===== src/rtl/reg_write_arbiter_pkg.sv =====
// reg_write_arbiter_pkg: shared widths, zero-register index and priority-state encoding.
package reg_write_arbiter_pkg;
    localparam int ADDR_WIDTH = 5;
    localparam logic [ADDR_WIDTH-1:0] ZERO_REG = 5'd31;
    typedef enum logic {PRI0 = 1'b0, PRI1 = 1'b1} pri_e;
endpackage


===== src/rtl/reg_write_arbiter_if.sv =====
// reg_write_arbiter_if: two writeback request channels plus the registered register-bank write port.
interface reg_write_arbiter_if #(parameter int n = 64);
    import reg_write_arbiter_pkg::*;
    logic                  req0_valid;
    logic [ADDR_WIDTH-1:0] req0_address;
    logic [n-1:0]          req0_data;
    logic                  req0_ready;
    logic                  req1_valid;
    logic [ADDR_WIDTH-1:0] req1_address;
    logic [n-1:0]          req1_data;
    logic                  req1_ready;
    logic                  write;
    logic [ADDR_WIDTH-1:0] write_address;
    logic [n-1:0]          write_data;
    logic                  last_grant;
    modport master (
        output req0_valid, req0_address, req0_data, req1_valid, req1_address, req1_data,
        input  req0_ready, req1_ready, write, write_address, write_data, last_grant
    );
    modport slave (
        input  req0_valid, req0_address, req0_data, req1_valid, req1_address, req1_data,
        output req0_ready, req1_ready, write, write_address, write_data, last_grant
    );
endinterface


===== src/rtl/reg_write_arbiter_rr_arbiter2.sv =====
// rr_arbiter2: two-requester round-robin grant logic; the loser of the last grant is favored next.
module rr_arbiter2
    import reg_write_arbiter_pkg::*;
(
    input  logic clock,
    input  logic reset,
    input  logic stall,
    input  logic valid0,
    input  logic valid1,
    output logic grant0,
    output logic grant1
);
    pri_e state_q, state_d;
    logic open;
    always_comb begin
        open = !stall && !reset;
        grant0 = open && valid0 && (!valid1 || state_q == PRI0);
        grant1 = open && valid1 && (!valid0 || state_q == PRI1);
        state_d = grant0 ? PRI1 : grant1 ? PRI0 : state_q;
    end
    always_ff @(posedge clock) begin
        if (reset) state_q <= PRI0;
        else state_q <= state_d;
    end
endmodule


===== src/rtl/reg_write_arbiter.sv =====
// reg_write_arbiter: arbitrates ALU and load writebacks onto one registered register-bank write port.
module reg_write_arbiter
    import reg_write_arbiter_pkg::*;
#(
    parameter int n = 64
) (
    input  logic clock,
    input  logic reset,
    input  logic stall,
    reg_write_arbiter_if.slave bus
);
    logic grant0, grant1, grant;
    logic [ADDR_WIDTH-1:0] sel_address, write_address_q, write_address_d;
    logic [n-1:0] sel_data, write_data_q, write_data_d;
    logic write_q, write_d, last_grant_q, last_grant_d;
    rr_arbiter2 u_arb (
        .clock  (clock),
        .reset  (reset),
        .stall  (stall),
        .valid0 (bus.req0_valid),
        .valid1 (bus.req1_valid),
        .grant0 (grant0),
        .grant1 (grant1)
    );
    always_comb begin
        grant = grant0 || grant1;
        sel_address = grant1 ? bus.req1_address : bus.req0_address;
        sel_data = grant1 ? bus.req1_data : bus.req0_data;
        // Zero-register writes are consumed but never reach the bank.
        write_d = grant && sel_address != ZERO_REG;
        write_address_d = grant ? sel_address : write_address_q;
        write_data_d = grant ? sel_data : write_data_q;
        last_grant_d = grant1 ? 1'b1 : grant0 ? 1'b0 : last_grant_q;
    end
    always_ff @(posedge clock) begin
        if (reset) begin
            write_q <= 1'b0;
            write_address_q <= '0;
            write_data_q <= '0;
            last_grant_q <= 1'b1;
        end else begin
            write_q <= write_d;
            write_address_q <= write_address_d;
            write_data_q <= write_data_d;
            last_grant_q <= last_grant_d;
        end
    end
    assign bus.req0_ready = grant0;
    assign bus.req1_ready = grant1;
    assign bus.write = write_q;
    assign bus.write_address = write_address_q;
    assign bus.write_data = write_data_q;
    assign bus.last_grant = last_grant_q;
endmodule


===== src/flat_wrapper.sv =====
// flat-port wrapper written by rule: the top's interface ports become plain ports
module reg_write_arbiter_flat import reg_write_arbiter_pkg::*;
#(
    parameter int n = 64
)
  (clock, reset, stall, bus_req0_valid, bus_req0_address, bus_req0_data, bus_req1_valid, bus_req1_address, bus_req1_data, bus_req0_ready, bus_req1_ready, bus_write, bus_write_address, bus_write_data, bus_last_grant);
  reg_write_arbiter_if #(.n(n)) bus_i ();
  input  logic clock;
  input  logic reset;
  input  logic stall;
  input wire logic [$bits(bus_i.req0_valid)-1:0] bus_req0_valid;
  input wire logic [$bits(bus_i.req0_address)-1:0] bus_req0_address;
  input wire logic [$bits(bus_i.req0_data)-1:0] bus_req0_data;
  input wire logic [$bits(bus_i.req1_valid)-1:0] bus_req1_valid;
  input wire logic [$bits(bus_i.req1_address)-1:0] bus_req1_address;
  input wire logic [$bits(bus_i.req1_data)-1:0] bus_req1_data;
  output wire logic [$bits(bus_i.req0_ready)-1:0] bus_req0_ready;
  output wire logic [$bits(bus_i.req1_ready)-1:0] bus_req1_ready;
  output wire logic [$bits(bus_i.write)-1:0] bus_write;
  output wire logic [$bits(bus_i.write_address)-1:0] bus_write_address;
  output wire logic [$bits(bus_i.write_data)-1:0] bus_write_data;
  output wire logic [$bits(bus_i.last_grant)-1:0] bus_last_grant;
  assign bus_i.req0_valid = bus_req0_valid;
  assign bus_i.req0_address = bus_req0_address;
  assign bus_i.req0_data = bus_req0_data;
  assign bus_i.req1_valid = bus_req1_valid;
  assign bus_i.req1_address = bus_req1_address;
  assign bus_i.req1_data = bus_req1_data;
  assign bus_req0_ready = bus_i.req0_ready;
  assign bus_req1_ready = bus_i.req1_ready;
  assign bus_write = bus_i.write;
  assign bus_write_address = bus_i.write_address;
  assign bus_write_data = bus_i.write_data;
  assign bus_last_grant = bus_i.last_grant;
  reg_write_arbiter #(.n(n)) u_core (.clock(clock), .reset(reset), .stall(stall), .bus(bus_i));
endmodule

===== config.mk =====
export PLATFORM = sky130hd
export DESIGN_NAME = reg_write_arbiter_flat
export DESIGN_NICKNAME = d
export VERILOG_FILES = /design/src/rtl/reg_write_arbiter_pkg.sv /design/src/rtl/reg_write_arbiter_if.sv /design/src/rtl/reg_write_arbiter_rr_arbiter2.sv /design/src/rtl/reg_write_arbiter.sv /design/src/flat_wrapper.sv
export SDC_FILE = /design/constraint.sdc
export NUM_CORES = 1
export LEC_CHECK = 0
export BUFFER_PORTS_ARGS = -buffer_cell sky130_fd_sc_hd__buf_2
export CORE_ASPECT_RATIO = 0.7
export CORE_MARGIN = 3
export CORE_UTILIZATION = 40
export DETAILED_ROUTE_END_ITERATION = 8
export PLACE_DENSITY_LB_ADDON = 0.1
export SYNTH_ARGS = -nofsm -noshare
export SYNTH_HDL_FRONTEND = slang
export SYNTH_HIERARCHICAL = 1
export SYNTH_SLANG_ARGS = --single-unit

===== constraint.sdc =====
create_clock -name clock -period 1.3 [get_ports clock]
set_input_delay 0.13 -clock clock [delete_from_list [all_inputs] [get_ports clock]]
set_output_delay 0.13 -clock clock [all_outputs]
set_load 0.02 [all_outputs]

==> results by group <==
Status
  – Outcome: finished with violations
  – Failing checks: negative setup slack

Synthesis
  – Synth Warn #: 6
  – Synth area leader: dfxtp_1
  – Mapped Nets: 468
  – Area contributors post-synth: dfxtp_1, mux2_4, mux2i_1, nor2_1, buf_12
  – Syn Area/Cell: 11.62 um^2
  – Post-Syn Instances: 325
  – #FFs+latches synth: 72
  – Register area share after synthesis: 0.3817
  – Share of the synthesized area in the top cell type: 0.3817
  – Netlist Area Pre-Place: 0.003776 mm^2
  – Synth unique cells: 24

Worst setup path
  – Data required, critical path: 1480 ps
  – Cells on worst reg2reg path: 7
  – Max FO, Critical Path: 10
  – Critical Path AT: between 1500 and 2000 ps
  – CP startpoint: u_core/u_arb/state_q$_SDFFE_PP0P_
  – Setup crit start kind: flip-flop
  – CP Capture Type: flip-flop
  – Reg-to-reg critical path startpoint: u_core/u_arb/state_q$_SDFFE_PP0P_
  – R2R Path End: u_core/bus.write_data[27]$_SDFFE_PP0P_
  – Worst Path Class, Setup: reg -> reg
  – R2r setup slk: -220 ps

Die
  – Core region area: 0.008793 mm^2
  – Starting Density: 0.4294
  – Ports: 216
  – Chip Height: 87.29 um
  – Die Area: about 0.011 mm^2
  – Die X-Extent: between 100 and 150 um
  – Row Count: 28

Global route
  – First-pass GRT wire length: 15860 um
  – Grt total ovfl: 0
  – Vias in the first global route: about 3200
  – Initial antenna violation count: 0
  – Total track usage: 0.1864
  – Pin count of the biggest net entering global routing: between 40 and 50

Routing
  – Vias/cell: 4.632
  – 1st-pass router iterations: 5
  – DR DRC count: 0
  – Iteration-0 DRC Markers: 95
  – Avg WL per Cell: 15.56 um
  – Via count: 3210
  – Post-Route WL: 10780 um
  – Post-route ant nets: 0

Pwr
  – Reg power frac: 0.401
  – Combinational power share: 0.204
  – Clock power frac: 0.394
  – Net Sw Power: 1.467 mW
  – Power per cell area: 1060 mW/mm^2
  – Worst VDD drop: 0.0006087 V
  – Internal power: 4.478 mW
  – Switching share of power: 0.2468
  – Leak: 2.727 nW

Run
  – Max cap viols: 0

Place
  – Final HPWL DP: 7591 um
  – # port buffers: 215
  – Final weighted congestion in routability-driven placement: 0.7625

Worst hold path
  – Hold crit path type: in -> reg
  – Hold Crit Depth: 3
  – Hold endpoint: u_core/bus.write_data[19]$_SDFFE_PP0P_
  – Hold path start: bus_req1_data[19]

CTS
  – Clock Path Buffers: 2
  – CTS buffer count: 9
  – Clock slew at reported path FFs: around 60 ps
  – CTS Root Cell: clkbuf_16
  – Clock latency on the worst-skew pair: approximately 320 ps
  – TritonCTS clock tree: done
  – # clock sinks: between 70 and 80
  – H-tree Lvls: 3

Cells and area
  – Area Growth Syn to Fin: 48.51%
  – N_diodes: 0
  – Fin nets: slightly above 700
  – Share of layout cells above drive strength 1: 0.6003
  – Final Core Density: 0.6377

STA
  – Endpoints failing hold: 0
  – Final period util: 1.173
  – Setup-failing EPs final: slightly above 70
  – Hold_ws: 44.43 ps
  – Setup_tns: -12640 ps
  – Slew Viols, Final: 0
  – Fin worst setup slack: -224.3 ps
  – Max Freq: around 660 MHz
  – Period minus WS final: about 1500 ps
  – Worst Skew: around 4.5 ps
  – RSZ-0062 raised after global routing: true
  – Worst slew pin tran: just over 500 ps
  – Relative slew slack: 0.6594
==> power by group through the flow <==
stage | combinational (mW) | clock [mW] | sequential [mW]
after global routing | 1.31 | 2.49 | 2.40
after global placement | 1.11 | 0 | 2.43
final | 1.22 | 2.34 | 2.39
after CTS | 1.15 | 2.42 | 2.39
after floorplan | 0.579 | 0 | 2.57
after detailed placement | 1.13 | 0 | 2.43
==> cell type report <==
cell class,instances,area (um^2)
Fill cell,735,3186
Multi-Input combinational cell,227,2111
Timing Repair Buffer,257,1619
Sequential cell,72,1443
Clock buffer,12,236.5
Tap cell,120,150.1
Clock inverter,4,45.04
Inverter,1,3.754
==> registers in the layout, indices dropped and copies added, names as in the netlist <==
name	flops
u_core/bus.last_grant	1
u_core/bus.write	1
u_core/bus.write_address	5
u_core/bus.write_data	64
u_core/u_arb/state_q	1
==> worst max path at each step <==
stage / endpoint / slack, ps / cells after the start
2_1_floorplan: u_core/bus.write_data[54]$_SDFFE_PP0P_ / -150 / 7
3_3_place_gp: u_core/bus.write_data[15]$_SDFFE_PP0P_ / -200 / 7
3_5_place_dp: u_core/bus.write_data[17]$_SDFFE_PP0P_ / -240 / 7
4_1_cts: u_core/bus.write_data[13]$_SDFFE_PP0P_ / -220 / 6
5_1_grt: u_core/bus.write_data[22]$_SDFFE_PP0P_ / -310 / 7
6_report: u_core/bus.write_data[27]$_SDFFE_PP0P_ / -220 / 7
==> kinds of logic (layout without fill, tap and decap cells) <==
| kind of cell | Yosys count | count (layout) | share of synthesized area |
|---|---|---|---|
| compound gates | 6 | 6 | 0.01027 |
| buf+inv | 26 | 274 | 0.06428 |
| flops | 72 | 72 | 0.3817 |
| mux | 137 | 137 | 0.4523 |
| simple gates | 84 | 84 | 0.09145 |
==> through the flow <==
stage	instances	power [mW]	setup slack, ps	instance area, um^2
6_report	693	5.945	-224.3	5608
3_5_place_dp	649	3.558	-241.1	4980
2_1_floorplan	325	3.148	-152.2	3822
4_1_cts	668	5.956	-217.5	5308
5_1_grt	693	6.208	-305.7	5608
3_3_place_gp	649	3.536	-199.0	4980
==> cell usage after synthesis <==
cell and count:
dfxtp_1 72, nor2_1 72, mux2i_1 69, mux2_4 67, clkbuf_1 9, buf_12 6
buf_4 5, nand2_1 4, o21ai_0 3, and3_1 2, buf_2 2, buf_6 2
a211oi_1 1, buf_8 1, inv_1 1, mux2_2 1, nand2b_1 1, nand3_1 1
nand4b_1 1, nor2b_1 1, o21a_1 1, o21ai_2 1, or2b_1 1, or4b_4 1
==> placed cells by master (no fill, tap or decap), drive strengths merged, types with 2 or more instances in the layout <==
master,n
and3,2
clkbuf,17
nor2,72
o21ai,4
mux2,68
mux2i,69
clkinv,3
dfxtp,72
buf,252
nand2,4
==> routing by layer <==
metal  vias up  global-route usage  part of all wire  wire length, um
met4         0             0.03963            0.0046               50
met5         -                   0                 0                0
met2       124              0.3201              0.48             5204
met3         4             0.06429             0.090              968
met1      1478              0.2280              0.42             4560
li1       1604                   -                 -                -
==> critical path, cell delays in order, from the launching register on <==
cell     delay (ps)
dfxtp_2         330
nand2_1          50
and3_4          220
buf_12          130
buf_12          150
mux2_4          310
mux2i_1         140
nor2_1           60
==> timing repair <==
action | in CTS | in global routing
setup buffers | 3 | 18
gates resized for setup | 8 | 2
pin swaps | 1 | 1
hold buffers | 0 | 0
gates cloned | 0 | 7
endpoints found under the hold margin | 0 | 0
setup endpoints to repair | 72 | 73
(Power assumes the default switching activity.)
